<file path="src/rtl/fb_rect_writer.sv">
// fb_rect_writer: streams RGB565 pixels from a valid/ready source into a
// rectangular window of a 16-bit frame-buffer RAM, in raster order.
// One pixel per cycle. There is one cycle of latency from accept to the RAM write.

module fb_rect_writer #(
    parameter int ADDR_WIDTH = 17,
    parameter int DATA_WIDTH = 16,
    parameter int FB_WIDTH   = 480,
    parameter int FB_HEIGHT  = 272,
    parameter int X_WIDTH    = 9,
    parameter int Y_WIDTH    = 9
) (
    input  logic                  clk,
    input  logic                  rst,
    input  logic                  start,
    input  logic [X_WIDTH-1:0]    x0,
    input  logic [Y_WIDTH-1:0]    y0,
    input  logic [X_WIDTH-1:0]    w,
    input  logic [Y_WIDTH-1:0]    h,
    output logic                  busy,
    output logic                  done,
    output logic                  err,
    input  logic                  s_valid,
    input  logic [DATA_WIDTH-1:0] s_data,
    output logic                  s_ready,
    output logic                  wr_en,
    output logic [ADDR_WIDTH-1:0] wr_addr,
    output logic [DATA_WIDTH-1:0] wr_data
);

    localparam logic [1:0] S_IDLE  = 2'd0;
    localparam logic [1:0] S_SETUP = 2'd1;
    localparam logic [1:0] S_WRITE = 2'd2;
    localparam logic [1:0] S_DONE  = 2'd3;

    // Screen limits at one bit wider than the operands, so the bounds sums cannot wrap.
    localparam logic [X_WIDTH:0]      LP_FB_W   = (X_WIDTH+1)'(FB_WIDTH);
    localparam logic [Y_WIDTH:0]      LP_FB_H   = (Y_WIDTH+1)'(FB_HEIGHT);
    localparam logic [ADDR_WIDTH-1:0] LP_STRIDE = ADDR_WIDTH'(FB_WIDTH);

    logic [1:0]            r_state;
    logic [X_WIDTH-1:0]    r_x0;
    logic [Y_WIDTH-1:0]    r_y0;
    logic [X_WIDTH-1:0]    r_w;
    logic [Y_WIDTH-1:0]    r_h;
    logic [X_WIDTH-1:0]    r_col;
    logic [Y_WIDTH-1:0]    r_row;
    logic [ADDR_WIDTH-1:0] r_row_base;
    logic                  r_done;
    logic                  r_err;
    logic                  r_wr_en;
    logic [ADDR_WIDTH-1:0] r_wr_addr;
    logic [DATA_WIDTH-1:0] r_wr_data;

    logic [X_WIDTH:0]      w_x_end;
    logic [Y_WIDTH:0]      w_y_end;
    logic                  w_reject;
    logic [ADDR_WIDTH-1:0] w_base0;
    logic                  w_in_write;
    logic                  w_accept;
    logic                  w_col_last;
    logic                  w_row_last;

    assign w_x_end    = {1'b0, r_x0} + {1'b0, r_w};
    assign w_y_end    = {1'b0, r_y0} + {1'b0, r_h};
    assign w_reject   = (r_w == '0) || (r_h == '0) || (w_x_end > LP_FB_W) || (w_y_end > LP_FB_H);

    assign w_in_write = (r_state == S_WRITE);
    assign w_accept   = s_valid && w_in_write;
    assign w_col_last = (r_col == r_w - X_WIDTH'(1));
    assign w_row_last = (r_row == r_h - Y_WIDTH'(1));

    // First-row base address y0*FB_WIDTH + x0, built as shifts and adds over the set bits of the stride.
    always_comb begin
        // NOTE: a value is assigned before the loop, so every path drives it and no latch is inferred.
        w_base0 = ADDR_WIDTH'(r_x0);
        for (int i = 0; i < ADDR_WIDTH; i++) begin
            if (LP_STRIDE[i]) begin
                w_base0 = w_base0 + (ADDR_WIDTH'(r_y0) << i);
            end
        end
    end

    // Command FSM, raster counters and the registered RAM write port.
    always_ff @(posedge clk) begin
        // NOTE: all state here uses non-blocking assignments, so every read sees the value from before this edge.
        if (rst) begin
            r_state    <= S_IDLE;
            r_x0       <= '0;
            r_y0       <= '0;
            r_w        <= '0;
            r_h        <= '0;
            r_col      <= '0;
            r_row      <= '0;
            r_row_base <= '0;
            r_done     <= 1'b0;
            r_err      <= 1'b0;
            r_wr_en    <= 1'b0;
            r_wr_addr  <= '0;
            r_wr_data  <= '0;
        end else begin
            r_wr_en <= 1'b0;
            r_done  <= 1'b0;
            r_err   <= 1'b0;
            case (r_state)
                S_IDLE: begin
                    if (start) begin
                        r_x0    <= x0;
                        r_y0    <= y0;
                        r_w     <= w;
                        r_h     <= h;
                        r_state <= S_SETUP;
                    end
                end
                S_SETUP: begin
                    if (w_reject) begin
                        r_done  <= 1'b1;
                        r_err   <= 1'b1;
                        r_state <= S_DONE;
                    end else begin
                        r_col      <= '0;
                        r_row      <= '0;
                        r_row_base <= w_base0;
                        r_state    <= S_WRITE;
                    end
                end
                S_WRITE: begin
                    if (w_accept) begin
                        r_wr_en   <= 1'b1;
                        r_wr_addr <= r_row_base + ADDR_WIDTH'(r_col);
                        r_wr_data <= s_data;
                        if (w_col_last) begin
                            r_col <= '0;
                            if (w_row_last) begin
                                r_done  <= 1'b1;
                                r_state <= S_DONE;
                            end else begin
                                r_row      <= r_row + Y_WIDTH'(1);
                                r_row_base <= r_row_base + LP_STRIDE;
                            end
                        end else begin
                            r_col <= r_col + X_WIDTH'(1);
                        end
                    end
                end
                S_DONE: begin
                    r_state <= S_IDLE;
                end
                default: begin
                    r_state <= S_IDLE;
                end
            endcase
        end
    end

    assign busy    = (r_state != S_IDLE);
    assign s_ready = w_in_write;
    assign done    = r_done;
    assign err     = r_err;
    assign wr_en   = r_wr_en;
    assign wr_addr = r_wr_addr;
    assign wr_data = r_wr_data;

endmodule
</file>
<file path="config.mk">
export PLATFORM = sky130hd
export DESIGN_NAME = fb_rect_writer
export DESIGN_NICKNAME = d
export VERILOG_FILES = /design/src/rtl/fb_rect_writer.sv
export SDC_FILE = /design/constraint.sdc
export NUM_CORES = 1
export LEC_CHECK = 0
export CORE_MARGIN = 2
export CORE_UTILIZATION = 24
export DETAILED_ROUTE_END_ITERATION = 8
export DONT_BUFFER_PORTS = 1
export SKIP_CTS_REPAIR_TIMING = 1
export SYNTH_ARGS = -nofsm -noshare
export SYNTH_HDL_FRONTEND = slang
export SYNTH_SLANG_ARGS = --single-unit
</file>
<file path="constraint.sdc">
create_clock -name clk -period 11.45 [get_ports clk]
set_clock_uncertainty 0.15 [all_clocks]
set_input_delay 1.7175 -clock clk [delete_from_list [all_inputs] [get_ports clk]]
set_output_delay 1.7175 -clock clk [all_outputs]
set_load 0.005 [all_outputs]
</file>
==> metrics.md <==
| Metric | Value |
|---|---|
| Outcome | `completed` |
| CP peak stage delay | `0.50 ns` |
| Switching part of the total power | `0.437` |
| PwrDens | `between 200 and 250 mW/mm²` |
| YS warnings | `0` |
| Remaining DRCs | `0` |
| Tightest Pin Transition | `between 1 and 1.5 ns` |
| CTS Buffer Depth | `2` |
| Drt wl/cell | `around 16 µm` |
| Total Wirelength | `slightly above 20000 µm` |
| Hold Vio Cnt, Final | `0` |
| Relative slew slack | `0.219` |
| Min-Delay Path Class | `flop to flop` |
| Worst EP required | `about 12 ns` |
| Synth Register Bits | `around 110` |
| Synth cell types | `72` |
| N_diodes | `0` |
| Clk Latency, worst-skew pair | `0.36 ns` |
| RSZ-0062 raised after global routing | `false` |
| Vias post-DR | `6453` |
| Max cap viols | `0` |
| Mapped Cells | `roughly 930` |
| Final min period | `roughly 4.4 ns` |
| Vias in the first global route | `between 6000 and 7000` |
| Period utilisation layout | `0.380` |
| ANT nets after route | `0` |
| Switch Pwr | `around 740 µW` |
| Die Y | `roughly 180 µm` |
| Internal power | `roughly 950 µW` |
| FMAX | `between 0.2 and 0.25 GHz` |
| Critical path arrival | `4.42 ns` |
| Worst path buffer plus inverter count | `4` |
| DR iter-0 viols | `464` |
| Share of flip-flops with an asynchronous set or reset | `0` |
| Critical path peak fanout | `5` |
| Site Rows | `64` |
| CTS sink cnt | `~110` |
| Peak VDD IR | `roughly 0.093 mV` |
| CP delay by family, top | `adder cells` |
| Largest net degree at the start of global routing | `between 90 and 100` |
| Initial core utilization | `0.244` |
| Dominant synthesized flop cell | `dfxtp_1` |
| Share of layout cells above drive strength 1 | `0.0486` |
| Register share of total power | `0.319` |
| H-tree level count | `3` |
| Placed cell count | `around 1300` |
| Hold slack | `roughly 0.32 ns` |
| CTS tree | `done` |
| Root buf cell | `clkbuf_16` |
| Chip width | `180 µm` |
| CTS Buf Count | `9` |
| Core footprint | `approximately 0.031 mm²` |
| # IOs | `94` |
| Syn Area/Cell | `8.00 µm²` |
| Global-route wire length before repair | `between 30000 and 40000 µm` |
| Antenna violations before repair | `0` |
| P_leak | `3.11 nW` |
| CP Launch Type | `flop` |
| Post-Syn Area | `between 0.007 and 0.008 mm²` |
| Clk slew on worst S/H paths | `~0.08 ns` |
| Die Area | `about 0.033 mm²` |
| Comb pwr share | `0.480` |
| Hpwl dp | `15000 µm` |
| Non-Filler Instances | `around 1300` |
| # nets final | `approximately 1000` |
| Final count of negative-setup-slack endpoints | `0` |
| CP max stage cell | `fa_1` |
| Post-synth EDFFs | `0` |
| Pins Over Slew Limit | `0` |
| DR pass1 iterations | `5` |
| Synthesized Nets | `between 1000 and 1500` |
| P&R area growth vs syn | `8.83%` |
| CP Class | `flop to flop` |
| Setup TNS | `0 ns` |
| Cells along the critical path | `inv_1 > fa_1 > inv_1 > fa_1 > inv_1 > fa_1 > inv_1 > ha_1 > fa_1 > a21o_1 > a21oi_1 > o21bai_1 > a21oi_1 > o21ai_0 > xnor2_1 > o22ai_1 > a211oi_2` |
| Clock power frac | `0.201` |
| I/O Buffers | `0` |
| Vias/cell | `just under 5` |
| Total grt overflow | `0` |
| CP Capture Type | `flop` |
| RePlAce Congestion | `approximately 0.8` |
| GRT Total Usage | `0.124` |
| Seq/Total Area, Yosys | `0.292` |
[registers in the layout, indices dropped and copies added, names as in the netlist, 9 cells and up]
name / cells
r_col: 9
r_h: 9
r_row: 9
r_row_base: 17
r_w: 9
r_x0: 9
r_y0: 9
wr_addr: 17
wr_data: 16
[power groups by stage]
stage	logic, mW	clock network [mW]	registers [mW]
2_1_floorplan	0.660	0	0.500
3_3_place_gp	0.794	0	0.547
3_5_place_dp	0.809	0	0.548
4_1_cts	0.815	0.351	0.539
5_1_grt	0.921	0.364	0.550
6_report	0.811	0.340	0.538
[worst min-delay path, cell delays in order (launching register included)]
cell,delay [ns]
dfxtp_1,0.32
nand2_1,0.05
a21oi_1,0.05
[logic make-up (layout without fill, tap and decap cells)]
group,Yosys count,after routing,share of synthesized area
simple gates,336,336,0.211
xor+xnor,52,52,0.0610
flops,109,109,0.292
buf+inv,109,81,0.0556
mux,7,7,0.00938
fa+ha+maj,81,81,0.158
compound gates,240,240,0.213
[cell type report]
type	instances	area (µm²)
Fill cell	3322	22500
Multi-Input combinational cell	716	4870
Sequential cell	109	2180
Tap cell	396	495
Clock buffer	12	236
Inverter	58	218
Clock inverter	4	72.6
Timing Repair Buffer	7	52.6
[stage by stage]
step | cell area [µm²] | util | power, mW | setup WS (ns)
floorplan | 7470 | - | 1.16 | 7.31
global placement | 7820 | 0.256 | 1.34 | 7.12
detailed placement | 7820 | 0.256 | 1.36 | 7.06
CTS | 8130 | 0.266 | 1.71 | 7.06
global route | 8130 | 0.266 | 1.83 | 6.75
finish | 8130 | 0.266 | 1.69 | 7.10
[metal layers]
| layer | wire length, µm | global-route usage |
|---|---|---|
| met5 | 0 | 0 |
| met4 | 189 | 0.0277 |
| met3 | 1260 | 0.0331 |
| met2 | 9640 | 0.205 |
| met1 | 9120 | 0.162 |
[synthesized netlist by cell type (22+ instances only)]
library cell / count / share of area
nand2_1: 167 / 0.084
dfxtp_1: 109 / 0.29
a21oi_1: 95 / 0.064
ha_1: 59 / 0.099
inv_1: 56 / 0.028
nor2_1: 45 / 0.023
clkbuf_1: 42 / 0.021
o21ai_0: 33 / 0.022
xnor2_1: 28 / 0.033
nand3_1: 27 / 0.018
xor2_1: 24 / 0.028
fa_1: 22 / 0.059
[placed cells by master (no fill, tap or decap), types with 5 or more instances in the layout]
cell / count
xnor2_1: 28
or2_2: 5
a211oi_1: 7
o21a_1: 6
a31o_2: 9
fa_1: 22
a31oi_1: 8
nand2b_1: 12
or3_1: 6
clkbuf_16: 9
o21ai_0: 33
a21oi_1: 95
dfxtp_1: 109
mux2i_1: 7
o31ai_1: 17
and2_1: 5
nor3_1: 17
nand3_1: 27
a311oi_1: 8
nor4_1: 15
nor2_1: 45
nand4_1: 7
nor2b_1: 7
nand2_1: 167
inv_1: 56
ha_1: 59
xor2_1: 24
buf_4: 7
[final timing paths]
| check | from | end | slack (ns) | depth (start not counted) |
|---|---|---|---|---|
| min | wr_data[13] | wr_data[13] | 0.32 | 2 |
| max reg2reg | r_y0[1] | r_row_base[16] | 7.10 | 17 |
| min reg2reg | wr_data[13] | wr_data[13] | 0.32 | 2 |
| max | r_y0[1] | r_row_base[16] | 7.10 | 17 |
Note: power is estimated with default switching activity, not from simulation.
